<file path="src/rtl/galaga_lib.sv">
// Shared constants and types for the Galaga ship projectile path.
package galaga_lib;
    localparam int NP         = 10;
    localparam int COORD_W    = 10;
    localparam int PROJ_SPEED = 6;
    localparam int X_OFFSET   = 15;
    localparam int PROJ_H     = 8;

    typedef enum logic {IDLE = 1'b0, FLY = 1'b1} proj_state_t;

    function automatic int popcount(input logic [NP-1:0] v);
        int n;
        n = 0;
        for (int i = 0; i < NP; i++) n += int'(v[i]);
        return n;
    endfunction
endpackage

</file>
<file path="src/rtl/ship_projectile_pool_slot.sv">
// One ship projectile slot: IDLE/FLY state machine plus position registers.
import galaga_lib::*;

module proj_slot #(
    parameter int COORD_W    = galaga_lib::COORD_W,
    parameter int PROJ_SPEED = galaga_lib::PROJ_SPEED,
    parameter int X_OFFSET   = galaga_lib::X_OFFSET,
    parameter int PROJ_H     = galaga_lib::PROJ_H
) (
    input  logic               frame_clk,
    input  logic               Reset,
    input  logic               activate,
    input  logic               hit,
    input  logic               freeze,
    input  logic [COORD_W-1:0] ship_x,
    input  logic [COORD_W-1:0] ship_y,
    output logic               en,
    output logic [COORD_W-1:0] x,
    output logic [COORD_W-1:0] y
);
    localparam logic [COORD_W-1:0] SPEED = COORD_W'(PROJ_SPEED);
    localparam logic [COORD_W-1:0] XOFF  = COORD_W'(X_OFFSET);
    localparam logic [COORD_W-1:0] HGT   = COORD_W'(PROJ_H);

    proj_state_t state, next_state;
    logic        launch, move;

    always_ff @(posedge frame_clk) begin
        if (Reset) state <= IDLE;
        else       state <= next_state;
    end

    // Hit takes precedence over top exit so a slot retires exactly once.
    always_comb begin
        next_state = state;
        case (state)
            IDLE: if (activate && !freeze) next_state = FLY;
            FLY: begin
                if (hit)                        next_state = IDLE;
                else if (!freeze && y < SPEED)  next_state = IDLE;
            end
            default: next_state = IDLE;
        endcase
    end

    always_comb begin
        en     = (state == FLY);
        launch = (state == IDLE) && activate && !freeze;
        move   = (state == FLY) && !hit && !freeze && (y >= SPEED);
    end

    always_ff @(posedge frame_clk) begin
        if (Reset) begin
            x <= '0;
            y <= '0;
        end else if (launch) begin
            x <= ship_x + XOFF;
            y <= (ship_y < HGT) ? '0 : ship_y - HGT;
        end else if (move) begin
            y <= y - SPEED;
        end
    end
endmodule

</file>
<file path="src/rtl/ship_projectile_pool.sv">
// Pool of NP ship projectile slots with packed coordinate outputs.
// Optional shot statistics counters are enabled with PROJ_SHOT_STATS_EN.
import galaga_lib::*;

module ship_projectile_pool #(
    parameter int NP         = galaga_lib::NP,
    parameter int COORD_W    = galaga_lib::COORD_W,
    parameter int PROJ_SPEED = galaga_lib::PROJ_SPEED,
    parameter int X_OFFSET   = galaga_lib::X_OFFSET,
    parameter int PROJ_H     = galaga_lib::PROJ_H
) (
    input  logic                  frame_clk,
    input  logic                  Reset,
    input  logic [NP-1:0]         ProjActvt,
    input  logic [COORD_W-1:0]    ShipX,
    input  logic [COORD_W-1:0]    ShipY,
    input  logic [NP-1:0]         ProjHit,
    input  logic                  Freeze,
    output logic [NP-1:0]         ProjEn,
    output logic [NP*COORD_W-1:0] ProjX,
    output logic [NP*COORD_W-1:0] ProjY
`ifdef PROJ_SHOT_STATS_EN
    ,
    output logic [15:0]           ShotsFired,
    output logic [15:0]           ShotsHit
`endif
);
    logic [NP-1:0][COORD_W-1:0] slot_x, slot_y;

    for (genvar i = 0; i < NP; i++) begin : g_slot
        proj_slot #(
            .COORD_W(COORD_W), .PROJ_SPEED(PROJ_SPEED),
            .X_OFFSET(X_OFFSET), .PROJ_H(PROJ_H)
        ) u_slot (
            .frame_clk (frame_clk),
            .Reset     (Reset),
            .activate  (ProjActvt[i]),
            .hit       (ProjHit[i]),
            .freeze    (Freeze),
            .ship_x    (ShipX),
            .ship_y    (ShipY),
            .en        (ProjEn[i]),
            .x         (slot_x[i]),
            .y         (slot_y[i])
        );
    end

    assign ProjX = slot_x;
    assign ProjY = slot_y;

`ifdef PROJ_SHOT_STATS_EN
    // ProjEn mirrors the FLY state, so acceptance can be derived here.
    logic [NP-1:0] launch_acc, hit_acc;
    logic [16:0]   fired_sum, hit_sum;

    always_comb begin
        launch_acc = ProjActvt & ~ProjEn & {NP{~Freeze}};
        hit_acc    = ProjHit & ProjEn;
        fired_sum  = {1'b0, ShotsFired} + 17'(popcount(launch_acc));
        hit_sum    = {1'b0, ShotsHit}   + 17'(popcount(hit_acc));
    end

    always_ff @(posedge frame_clk) begin
        if (Reset) begin
            ShotsFired <= '0;
            ShotsHit   <= '0;
        end else begin
            ShotsFired <= fired_sum[16] ? 16'hFFFF : fired_sum[15:0];
            ShotsHit   <= hit_sum[16]   ? 16'hFFFF : hit_sum[15:0];
        end
    end
`endif
endmodule

</file>
<file path="config.mk">
export PLATFORM = sky130hd
export DESIGN_NAME = ship_projectile_pool
export DESIGN_NICKNAME = d
export VERILOG_FILES = /design/src/rtl/galaga_lib.sv /design/src/rtl/ship_projectile_pool_slot.sv /design/src/rtl/ship_projectile_pool.sv
export SDC_FILE = /design/constraint.sdc
export NUM_CORES = 1
export LEC_CHECK = 0
export CAP_MARGIN = 20
export CORE_MARGIN = 1.5
export CORE_UTILIZATION = 45
export DETAILED_ROUTE_END_ITERATION = 10
export HOLD_SLACK_MARGIN = 0.06
export PLACE_DENSITY = 0.79
export SLEW_MARGIN = 20
export SYNTH_ARGS = -nofsm -noshare
export SYNTH_HDL_FRONTEND = slang
export SYNTH_SLANG_ARGS = --single-unit
export TNS_END_PERCENT = 100
</file>
<file path="constraint.sdc">
create_clock -name frame_clk -period 2.36 [get_ports frame_clk]
set_clock_uncertainty 0.1 [all_clocks]
set_input_delay 0.59 -clock frame_clk [delete_from_list [all_inputs] [get_ports frame_clk]]
set_output_delay 0.59 -clock frame_clk [all_outputs]
set_load 0.03 [all_outputs]
</file>
==> impl_metrics.env, run 1 <==
export IMPL_number_of_clock_sinks=210
export IMPL_holdPathStages=2
export IMPL_synth_top_cell_area_share_pct=42.4
export IMPL_ff2ff_setup_slack_ns=0.20
export IMPL_whs_endpoint="g_slot[6].u_slot.x[4]"
export IMPL_die_y_um=151
export IMPL_synth_mux_area_fraction_pct=1.52
export IMPL_area_inside_the_core_boundary_mm2=0.0217
export IMPL_seq_area_mm2=0.00420
export IMPL_finalPower_mw=10.2
export IMPL_synth_area_per_cell_um2=8.65
export IMPL_finalSetupTns_ns=0
export IMPL_rr_endpoint="g_slot[7].u_slot.y[9]"
export IMPL_relSlewSlack_pct=41.6
export IMPL_post_synth_xor_area_fraction_pct=2.83
export IMPL_drtIter0Drc=716
export IMPL_number_of_flops_mapped_to_enable_cells_by_yosys=0
export IMPL_final_cell_area_mm2=0.0143
export IMPL_grt_usage_pct=27.9
export IMPL_post_route_drc_count=0
export IMPL_p_leak_nw=5.88
export IMPL_grt_first_pass_wirelength_um=50700
export IMPL_reg2reg_from="g_slot[7].u_slot.y[2]"
export IMPL_yosys_area_share_simple_pct=20.1
export IMPL_num_rows=54
export IMPL_ff2ff_path_depth=5
export IMPL_worst_skew_pair_late_latency_ns=0.52
export IMPL_drv_max_cap_violation_count=0
export IMPL_post_cts_setup_buffers=0
export IMPL_max_freq_mhz=429
export IMPL_port_buffer_count=252
export IMPL_synthToLayoutAreaGrowth_pct=44.7
export IMPL_post_synth_main_area_contributors="sky130_fd_sc_hd__dfxtp_1 (42%), sky130_fd_sc_hd__a211oi_1 (9.3%), sky130_fd_sc_hd__nor2_1 (4.8%)"
export IMPL_ys_flop_type="sky130_fd_sc_hd__dfxtp_1"
export IMPL_totalWireLength_um=32700
export IMPL_critical_path_max_stage_delay_ns=0.71
export IMPL_dpl_worst_slack_ns=-0.556
export IMPL_grt_pass1_vias=9567
export IMPL_worst_endpoint_required_ns=1.67
export IMPL_slew_viol_final=0
export IMPL_critical_path_cell_count=1
export IMPL_synth_seq_cells=210
export IMPL_critPathBufInv=1
export IMPL_initial_core_util_pct=45.7
export IMPL_critPathMaxFanout=5
export IMPL_timing_hold_worst_class="reg2reg"
export IMPL_seq_area_frac_synth_pct=42.4
export IMPL_launch_point_of_the_worst_hold_path="g_slot[6].u_slot.x[4]"
export IMPL_multi_input_comb_area_mm2=0.00534
export IMPL_synth_most_common_cell="sky130_fd_sc_hd__dfxtp_1"
export IMPL_filler_cell_count=1748
export IMPL_synth_largest_area_cell="sky130_fd_sc_hd__dfxtp_1"
export IMPL_detailedRoute_firstPassIterationCount=6
export IMPL_cts_made_buffers=23
export IMPL_yosys_cell_types_count=66
export IMPL_cts_tree="done"
export IMPL_power_density_mw_per_mm2=710
export IMPL_final_layout_size_suffix_gt1_share_pct=14.4
export IMPL_async_flop_share_pct=0
export IMPL_placedInstanceArea_mm2=0.0136
export IMPL_place_gp_congestion=0.916
export IMPL_actual_slew_at_the_worst_max_slew_pin_ns=0.854
export IMPL_fin_crit_sh_pct=98.7
export IMPL_wl_per_cell_um=18.5
export IMPL_hold_buffers=0
export IMPL_synth_net_count=1201
export IMPL_grt_overflow=0
export IMPL_cp_cell_sequence="clkdlybuf4s50_1"
export IMPL_worst_setup_path_start_kind="register"
export IMPL_vdd_ir_drop_worst_mv=0.445
export IMPL_synthesis_yosys_warnings=0
export IMPL_route_antenna_remaining_nets=0
export IMPL_dr_total_vias=10281
export IMPL_kind_of_cell_with_the_highest_combined_delay_on_the_critical_path="buffers and inverters"
export IMPL_design_final_nets=1523
export IMPL_grt_setup_unrepaired="false"
export IMPL_routed_via_density=5.82
export IMPL_cts_buffer_depth=3
export IMPL_sum_of_net_half_perimeters_after_detailed_placement_um=23100
export IMPL_die_area_mm2=0.0229
export IMPL_synth_compound_gate_area_share_pct=27.4
export IMPL_synth_top_family_by_area="compound AO/OA/AOI/OAI gates"
export IMPL_cp_slowest_cell="sky130_fd_sc_hd__clkdlybuf4s50_1"
export IMPL_critical_path_class="reg2out"
export IMPL_clk_pin_slew_worst_paths_ns=0.06
export IMPL_floorplan_die_width_um=151
export IMPL_htree_num_levels=1
export IMPL_endpoint_kind="primary output"
export IMPL_arr_time_crit_path_ns=1.64
export IMPL_n_antenna_cell=0
export IMPL_hold_viol_final=0
export IMPL_grt_max_degree=174
export IMPL_synth_common_cells="sky130_fd_sc_hd__dfxtp_1 (210), sky130_fd_sc_hd__nor2_1 (127), sky130_fd_sc_hd__a211oi_1 (123)"
export IMPL_ctsRootBufferMaster="sky130_fd_sc_hd__clkbuf_16"
export IMPL_grt_antenna_before_repair=0
export IMPL_fin_worst_hold_slack_ns=0.356
export IMPL_synth_adder_area_share_pct=1.52
export IMPL_synth_cells=1146
export IMPL_final_min_period_ns=2.33
export IMPL_synth_cell_area_mm2=0.00991
export IMPL_design_portCount=253
export IMPL_report_final_setup_viol=0
export IMPL_run_status="finished, final reports clean"
export IMPL_final_setup_worst_slack_ns=0.0317
report_power, final:
part           switching [mW]  leakage (nW)  internal [mW]
sequential              0.264          1.73           3.79
combinational            1.38          3.77          0.972
clock                    1.49         0.393           2.28
metrics by stage:
step	instances	util, %
4_1_cts	1765	65.8
3_5_place_dp	1723	62.5
5_1_grt	1765	66.1
3_3_place_gp	1723	62.5
6_report	1765	66.1
2_1_floorplan	1146	-
registers in the layout, summed over array words and instances (netlist names):
name	cells
g_slot.u_slot.en	10
g_slot.u_slot.y	100
g_slot.u_slot.x	100
routing by layer:
| layer | part of all wire, % | GRT usage (%) | up-vias | wire length, µm |
|---|---|---|---|---|
| li1 | - | - | 4955 | - |
| met1 | 42 | 36.0 | 4822 | 13600 |
| met2 | 45 | 44.5 | 440 | 14800 |
| met3 | 11 | 8.37 | 64 | 3520 |
| met4 | 2.5 | 8.69 | 0 | 803 |
| met5 | 0 | 0 | - | 0 |
tightest hold or removal path: stages (launching register included):
cell and delay, ns:
sky130_fd_sc_hd__dfxtp_1 0.31, sky130_fd_sc_hd__nand2_1 0.05, sky130_fd_sc_hd__a21oi_1 0.05
final cells by class:
cell class                 count  area share, %
clock inverter                11          0.951
multi-input combinational    840           37.3
inverter                      16          0.419
timing repair buffer         377           25.0
sequential                   210           29.3
clock buffer                  31           4.57
tap                          280           2.44
cells in the final DEF, fill, tap and decap left out, types with 6 or more instances in the layout:
master	instances
sky130_fd_sc_hd__and2_1	9
sky130_fd_sc_hd__o211ai_1	6
sky130_fd_sc_hd__clkdlybuf4s50_1	161
sky130_fd_sc_hd__or4_1	13
sky130_fd_sc_hd__dlymetal6s2s_1	26
sky130_fd_sc_hd__nor3b_2	7
sky130_fd_sc_hd__nand3_1	8
sky130_fd_sc_hd__or3b_2	15
sky130_fd_sc_hd__nor2b_1	10
sky130_fd_sc_hd__buf_4	114
sky130_fd_sc_hd__buf_12	12
sky130_fd_sc_hd__nor3b_1	14
sky130_fd_sc_hd__clkinv_2	6
sky130_fd_sc_hd__a31oi_1	17
sky130_fd_sc_hd__inv_1	16
sky130_fd_sc_hd__nor3_1	26
sky130_fd_sc_hd__o21ai_0	58
sky130_fd_sc_hd__o22ai_1	10
sky130_fd_sc_hd__a21o_1	10
sky130_fd_sc_hd__xor2_1	6
sky130_fd_sc_hd__ha_1	12
sky130_fd_sc_hd__nand2_1	92
sky130_fd_sc_hd__or3_1	8
sky130_fd_sc_hd__o31ai_1	11
sky130_fd_sc_hd__a22oi_1	7
sky130_fd_sc_hd__nor4_1	18
sky130_fd_sc_hd__a211oi_1	123
sky130_fd_sc_hd__a2111oi_2	9
sky130_fd_sc_hd__a21oi_1	89
sky130_fd_sc_hd__a222oi_1	6
sky130_fd_sc_hd__clkbuf_16	23
sky130_fd_sc_hd__dlygate4sd2_1	63
sky130_fd_sc_hd__mux2i_1	15
sky130_fd_sc_hd__dfxtp_1	210
sky130_fd_sc_hd__xnor2_1	26
sky130_fd_sc_hd__nor2_1	127
how the worst max path moves through the flow:
stage | from | to | slack [ns]
after floorplan | ShipX[0] | g_slot[9].u_slot.x[6] | 0.08
after global placement | ShipY[3] | g_slot[7].u_slot.y[9] | -0.49
after detailed placement | ShipY[3] | g_slot[7].u_slot.y[9] | -0.56
after CTS | g_slot[4].u_slot.y[9] | ProjY[49] | 0.0002
after global routing | g_slot[9].u_slot.y[8] | ProjY[98] | 0.0004
final | g_slot[9].u_slot.y[8] | ProjY[98] | 0.03
cell families after synthesis:
logic type                 count (synthesis)
DFF                                      210
AOI/OAI and AO/OA                        395
and+or+nand+nor                          386
buffers and inverters                     96
muxes                                     15
xor gates and xnor gates                  32
adders and majority gates                 12
repair_timing:
| action | CTS | global route |
|---|---|---|
| cloned | 0 | 0 |
| resized for setup | 64 | 27 |
| endpoints found under the setup margin | 64 | 27 |
Note: power is estimated with default switching activity, not from simulation.
==> inputs of run 2 (changes only) <==
HOLD_SLACK_MARGIN = 0.02   (was 0.06)
==> results of run 2 <==
The final DEF is identical to that of run 1; final timing and power are the same.
